**src/rtl/rx_frame.sv**
```systemverilog
`default_nettype none
// ============================================================================
// Module   : rx_frame
// Purpose  : RGMII receive framer. Rebuilds bytes from the DDR nibble stream,
//            skips HDR_LEN header bytes, collects CTRL_LEN control bytes and
//            streams the payload with a byte index, then reports per-frame
//            status (length, error, runt, overflow) at frame end.
// Ports    : rxclk      - receive clock, both edges used
//            rst_n      - synchronous active-low reset (rising rxclk)
//            rxctl      - RGMII control (rise: dv, fall: dv ^ er)
//            rxd[3:0]   - RGMII DDR data nibble
//            dout/addr/dout_vld      - payload byte, its index, strobe
//            ctrl/ctrl_vld           - control word (first byte in MSBs), strobe
//            len/frame_err/runt/ovf  - status of last frame, updated with
//            frame_done                one-cycle frame end strobe
// Revision : 1.0 - initial release
// ============================================================================
module rx_frame #(
  parameter int HDR_LEN  = 24,
  parameter int CTRL_LEN = 1,
  parameter int AW       = 14,
  parameter int NIB_SWAP = 0
) (
  input  logic                  rxclk,
  input  logic                  rst_n,
  input  logic                  rxctl,
  input  logic [3:0]            rxd,
  output logic [7:0]            dout,
  output logic                  dout_vld,
  output logic [AW-1:0]         addr,
  output logic [8*CTRL_LEN-1:0] ctrl,
  output logic                  ctrl_vld,
  output logic [AW-1:0]         len,
  output logic                  frame_done,
  output logic                  frame_err,
  output logic                  runt,
  output logic                  ovf
);

  // Counter must reach both the header/control lengths and 2^AW (saturation).
  localparam int HW = $clog2(HDR_LEN + CTRL_LEN + 1);
  localparam int KW = (AW + 1 > HW) ? AW + 1 : HW;
  localparam logic [KW-1:0] PAY_MAX = KW'(1 << AW);
  localparam logic [KW-1:0] LEN_SAT = KW'((1 << AW) - 1);

  typedef enum logic [1:0] {IDLE, HDR, CTRL, DATA} state_t;

  // --------------------------------------------------------------------------
  // Capture pipeline. Deliberately free-running (no reset): after a reset the
  // FSM must observe the real line dv, not a reset-forced zero, before it is
  // allowed to start a new frame.
  // --------------------------------------------------------------------------
  logic [3:0] lo_q, hi_fall_q;
  logic       dv_q, ctl_fall_q;
  logic [7:0] byte_q, byte_d;
  logic       bvld_q, bvld_d;
  logic       ber_q, ber_d;

  always_ff @(negedge rxclk) begin
    hi_fall_q  <= rxd;
    ctl_fall_q <= rxctl;
  end

  always_comb begin
    bvld_d = dv_q;
    ber_d  = dv_q & (dv_q ^ ctl_fall_q);
    byte_d = (NIB_SWAP != 0) ? {lo_q, hi_fall_q} : {hi_fall_q, lo_q};
  end

  always_ff @(posedge rxclk) begin
    lo_q   <= rxd;
    dv_q   <= rxctl;
    byte_q <= byte_d;
    bvld_q <= bvld_d;
    ber_q  <= ber_d;
  end

  // --------------------------------------------------------------------------
  // Control word assembly: earlier control bytes sit in a shift register, the
  // current byte completes the word in its LSBs.
  // --------------------------------------------------------------------------
  logic [8*CTRL_LEN-1:0] ctrl_word;
  logic                  ctrl_byte;

  generate
    if (CTRL_LEN == 1) begin : g_ctrl_single
      logic ctrl_byte_unused;
      assign ctrl_byte_unused = ctrl_byte;
      assign ctrl_word        = byte_q;
    end else begin : g_ctrl_shift
      logic [8*(CTRL_LEN-1)-1:0] shift_q, shift_d;
      always_comb begin
        shift_d = shift_q;
        if (ctrl_byte) shift_d = ctrl_word[8*(CTRL_LEN-1)-1:0];
      end
      always_ff @(posedge rxclk) begin
        shift_q <= shift_d;
      end
      assign ctrl_word = {shift_q, byte_q};
    end
  endgenerate

  // --------------------------------------------------------------------------
  // Frame FSM
  // --------------------------------------------------------------------------
  state_t                state_q, state_d, cur_state;
  logic [KW-1:0]         k_q, k_d, cur_k;
  logic                  err_q, err_d, cur_err;
  logic                  ovfacc_q, ovfacc_d, cur_ovf;
  logic                  wait_low_q, wait_low_d;
  logic [7:0]            dout_q, dout_d;
  logic                  dout_vld_q, dout_vld_d;
  logic [AW-1:0]         addr_q, addr_d;
  logic [8*CTRL_LEN-1:0] ctrl_q, ctrl_d;
  logic                  ctrl_vld_q, ctrl_vld_d;
  logic [AW-1:0]         len_q, len_d;
  logic                  frame_done_q, frame_done_d;
  logic                  frame_err_q, frame_err_d;
  logic                  runt_q, runt_d;
  logic                  ovf_q, ovf_d;

  always_comb begin
    state_d      = state_q;
    k_d          = k_q;
    err_d        = err_q;
    ovfacc_d     = ovfacc_q;
    wait_low_d   = wait_low_q;
    dout_d       = dout_q;
    dout_vld_d   = 1'b0;
    addr_d       = addr_q;
    ctrl_d       = ctrl_q;
    ctrl_vld_d   = 1'b0;
    len_d        = len_q;
    frame_done_d = 1'b0;
    frame_err_d  = frame_err_q;
    runt_d       = runt_q;
    ovf_d        = ovf_q;
    ctrl_byte    = 1'b0;

    // The first byte of a frame is handled as if already in HDR (or CTRL when
    // there is no header), with fresh counters and status.
    cur_state = state_q;
    cur_k     = k_q;
    cur_err   = err_q | ber_q;
    cur_ovf   = ovfacc_q;
    if (state_q == IDLE) begin
      cur_state = (HDR_LEN == 0) ? CTRL : HDR;
      cur_k     = '0;
      cur_err   = ber_q;
      cur_ovf   = 1'b0;
    end

    if (!bvld_q) begin
      wait_low_d = 1'b0;
      if (state_q != IDLE) begin
        frame_done_d = 1'b1;
        frame_err_d  = err_q;
        runt_d       = (state_q != DATA);
        ovf_d        = ovfacc_q;
        if (state_q != DATA)     len_d = '0;
        else if (k_q >= LEN_SAT) len_d = LEN_SAT[AW-1:0];
        else                     len_d = k_q[AW-1:0];
        state_d = IDLE;
        k_d     = '0;
      end
    end else if (!(state_q == IDLE && wait_low_q)) begin
      state_d  = cur_state;
      err_d    = cur_err;
      ovfacc_d = cur_ovf;
      k_d      = cur_k + KW'(1);
      case (cur_state)
        HDR: begin
          if (cur_k == KW'(HDR_LEN - 1)) begin
            state_d = CTRL;
            k_d     = '0;
          end
        end
        CTRL: begin
          ctrl_byte = 1'b1;
          if (cur_k == KW'(CTRL_LEN - 1)) begin
            ctrl_d     = ctrl_word;
            ctrl_vld_d = 1'b1;
            state_d    = DATA;
            k_d        = '0;
          end
        end
        DATA: begin
          if (cur_k < PAY_MAX) begin
            dout_d     = byte_q;
            addr_d     = cur_k[AW-1:0];
            dout_vld_d = 1'b1;
          end else begin
            // Beyond the address space: drop the byte, hold the count.
            ovfacc_d = 1'b1;
            k_d      = cur_k;
          end
        end
        default: ;
      endcase
    end
  end

  always_ff @(posedge rxclk) begin
    if (!rst_n) begin
      state_q      <= IDLE;
      k_q          <= '0;
      err_q        <= 1'b0;
      ovfacc_q     <= 1'b0;
      wait_low_q   <= 1'b1;
      dout_q       <= '0;
      dout_vld_q   <= 1'b0;
      addr_q       <= '0;
      ctrl_q       <= '0;
      ctrl_vld_q   <= 1'b0;
      len_q        <= '0;
      frame_done_q <= 1'b0;
      frame_err_q  <= 1'b0;
      runt_q       <= 1'b0;
      ovf_q        <= 1'b0;
    end else begin
      state_q      <= state_d;
      k_q          <= k_d;
      err_q        <= err_d;
      ovfacc_q     <= ovfacc_d;
      wait_low_q   <= wait_low_d;
      dout_q       <= dout_d;
      dout_vld_q   <= dout_vld_d;
      addr_q       <= addr_d;
      ctrl_q       <= ctrl_d;
      ctrl_vld_q   <= ctrl_vld_d;
      len_q        <= len_d;
      frame_done_q <= frame_done_d;
      frame_err_q  <= frame_err_d;
      runt_q       <= runt_d;
      ovf_q        <= ovf_d;
    end
  end

  assign dout       = dout_q;
  assign dout_vld   = dout_vld_q;
  assign addr       = addr_q;
  assign ctrl       = ctrl_q;
  assign ctrl_vld   = ctrl_vld_q;
  assign len        = len_q;
  assign frame_done = frame_done_q;
  assign frame_err  = frame_err_q;
  assign runt       = runt_q;
  assign ovf        = ovf_q;

endmodule
`default_nettype wire
```
**config.mk**
```make
export PLATFORM = sky130hd
export DESIGN_NAME = rx_frame
export DESIGN_NICKNAME = d
export VERILOG_FILES = /design/src/rtl/rx_frame.sv
export SDC_FILE = /design/constraint.sdc
export NUM_CORES = 1
export LEC_CHECK = 0
export CORE_ASPECT_RATIO = 1.5
export CORE_MARGIN = 1.5
export CORE_UTILIZATION = 53
export DETAILED_ROUTE_END_ITERATION = 7
export GPL_TIMING_DRIVEN = 0
export PLACE_DENSITY = 0.8
export SYNTH_ARGS = -nofsm -noshare
export SYNTH_HDL_FRONTEND = slang
export SYNTH_SLANG_ARGS = --single-unit
```
**constraint.sdc**
```tcl
create_clock -name rxclk -period 3.1 [get_ports rxclk]
set_input_delay 0.62 -clock rxclk [delete_from_list [all_inputs] [get_ports rxclk]]
set_output_delay 0.62 -clock rxclk [all_outputs]
set_load 0.005 [all_outputs]
```
==> out/qor.csv <==
metric;value;unit
Root Buffer;clkbuf_8;
CTS Buf Count;9;
Hold WC Path Type;reg2reg;
critical path's largest stage delay;0.43;ns
Ports;57;
global placement routability congestion;0.949;
Setup TNS;0;ns
fin crit period;2.72;ns
most frequent cells in the layout;90 x dfxtp_1, 79 x nand2_1, 56 x clkdlybuf4s50_1;
final cell count without fillers;545;
Distinct cells, synth;44;
Period Utilization, post-route;87.9;%
Max IR drop VDD;0.430;mV
critical path fanouts, max;9;
most common cell after layout, fill and taps aside;dfxtp_1;
status;completed;
final setup vio count;0;
grt ovf;0;
clk_lat worst skew;0.40;ns
CP Capture Type;flip-flop;
WL/cell;14.8;um
row count;36;
Worst Setup Slack, final;0.376;ns
CTS Sinks;90;
slew margin rel.;51.3;%
Initial Utilization;54.5;%
pwr dens;471;nW/um^2
first drt pass iteration count;5;
vias in the first global route;2876;
Horiz. Die Dim;69.5;um
Final ANT Viol Nets;0;
H-tree lvl count;3;
Worst Tran Pin Value;0.728;ns
post-synthesis cell count;394;
mapped cell area;3510;um^2
FF+latch count, synth;90;
CP arrival;2.98;ns
Mapped Nets;403;
worst path required time;3.35;ns
placed insts;526;
CP max-delay cell;nor4_2;
Final Max Tran Viols;0;
Area Growth Syn to Fin;24.7;%
final wirelength;8.09;mm
clock skew;0.0352;ns
CTS tree;yes;
Vias per Instance;5.55;
Post-route DRC;0;
Post-CTS Setup Inserts;0;
initial antenna violation count;0;
EDFF count, synth;0;
Vias;3026;
dpl hpwl;5.92;mm
fraction of layout cells with a size suffix above 1;6.40;%
DRT iter0 DRCs;291;
top_reg_cell synth;dfxtp_1;
first-pass GRT wire length;13.5;mm
Setup crit start kind;flip-flop;
Synth async-reset ratio;0;%
GRT Total Usage;24.3;%
number of antenna diodes;0;
CP Buf/Inv Count;1;
Ys Warns;0;
largest net degree at the start of global routing;16;
leakage;1.59;nW
RSZ-0062 raised after global routing;false;
die area;7130;um^2
Resized Gates After CTS;0;
CORE AREA;6440;um^2
CP Cell Sequence;or2_1, nand2_1, inv_1, ha_1, nand2_1, nor4_2, and3_2, nand3_1, ha_1, a21oi_1, o22ai_1;
critical path class;reg2reg;
dpl ws;0.154;ns
# port buffers;56;
Max Buffers Root-to-Sink;2;
max_cap viols;0;
Final Hold Viols;0;
Avg Cell Area, Syn;8.91;um^2
CTS clk-pin slew, worst paths;0.09;ns
CP top delay family;simple AND/OR/NAND/NOR gates;
sequential fraction of the synthesis area;51.3;%
Total Nets Final;473;
cts hold-fix bufs;0;
Highest Clock Rate;367;MHz
Die H;103;um
-- layer usage --
layer	share of wire [%]	track usage, %	up-vias
li1	-	-	1503
met1	40	26.5	1385
met2	51	42.1	116
met3	6.8	8.31	22
met4	2.8	12.4	0
met5	0	0	-
-- power by group --
group / switching (mW) / leakage [nW] / internal [mW] / total (mW)
sequential: 0.00963 / 0.733 / 1.17 / 1.18
combinational: 0.0426 / 0.725 / 0.0319 / 0.0745
clock: 0.435 / 0.129 / 0.371 / 0.806
total: 0.487 / 1.59 / 1.58 / 2.06
-- registers in the layout (all words and copies together), names as in the netlist, 2 cells and up --
| signal | count |
|---|---|
| ctrl | 8 |
| byte_q | 8 |
| dout | 8 |
| lo_q | 4 |
| k_q | 15 |
| hi_fall_q | 4 |
| addr | 14 |
| len | 14 |
| state_q | 2 |
-- cell families (layout without fill, tap and decap cells) --
kind of cell             Yosys count  count (layout)  share of synthesized area (%)
multiplexers                      10              10                           2.85
AO/OA/AOI/OAI                     98              98                           18.9
flip-flops                        90              90                           51.3
buffers and inverters             31             106                           4.06
adder cells (fa/ha/maj)            2               2                          0.713
AND/OR/NAND/NOR                  163             163                           22.2
-- through the flow --
step                utilization, %  instance area (um^2)  hold WS, ns  power, mW
floorplan                        -                  3510        0.310       1.27
global route                  68.0                  4380        0.341       2.14
finish                        68.0                  4380        0.333       2.06
CTS                           67.9                  4380        0.335       2.07
global placement              64.7                  4170        0.311       1.29
detailed placement            64.7                  4170        0.316       1.30
-- path summary, 6_finish.rpt --
path / endpoint / cells after the start / startpoint / slack (ns)
worst min register to register: byte_q[0]$_DFF_P_ / 0 / lo_q[0]$_DFF_P_ / 0.33
worst max register to register: k_q[14]$_SDFFE_PN0P_ / 11 / state_q[0]$_SDFFE_PN0P_ / 0.38
worst min-delay path: byte_q[0]$_DFF_P_ / 0 / lo_q[0]$_DFF_P_ / 0.33
worst max-delay path: k_q[14]$_SDFFE_PN0P_ / 11 / state_q[0]$_SDFFE_PN0P_ / 0.38
-- worst reg2reg max path, delay by kind of cell, from the launching register on --
family                   cells  cell delay, ns
AND/OR/NAND/NOR              6            1.39
adder cells (fa/ha/maj)      2            0.53
flip-flops                   1            0.35
AO/OA/AOI/OAI                2            0.25
buffers and inverters        1            0.09
-- final cells by class --
cell class	count	area, um^2
Clock buffer	11	163
Buffer	25	120
Sequential cell	90	1800
Clock inverter	10	51.3
Timing Repair Buffer	56	561
Tap cell	76	95.1
Multi-Input combinational cell	273	1570
Inverter	4	15.0
Fill cell	535	2060
-- Yosys cell counts, types with 4 or more instances --
| cell type | n | area [um^2] |
|---|---|---|
| a21boi_0 | 35 | 263 |
| a21oi_1 | 8 | 40.0 |
| nand3_1 | 21 | 105 |
| nor3_1 | 4 | 20.0 |
| inv_1 | 5 | 18.8 |
| a31oi_1 | 4 | 25.0 |
| mux2i_1 | 10 | 100 |
| nor2_1 | 18 | 67.6 |
| a22o_1 | 4 | 35.0 |
| and2_1 | 9 | 56.3 |
| o21ai_0 | 28 | 140 |
| nor2b_1 | 12 | 75.1 |
| clkbuf_1 | 20 | 75.1 |
| dfxtp_1 | 90 | 1800 |
| nand2_1 | 79 | 297 |
Note: power is estimated with default switching activity, not from simulation.
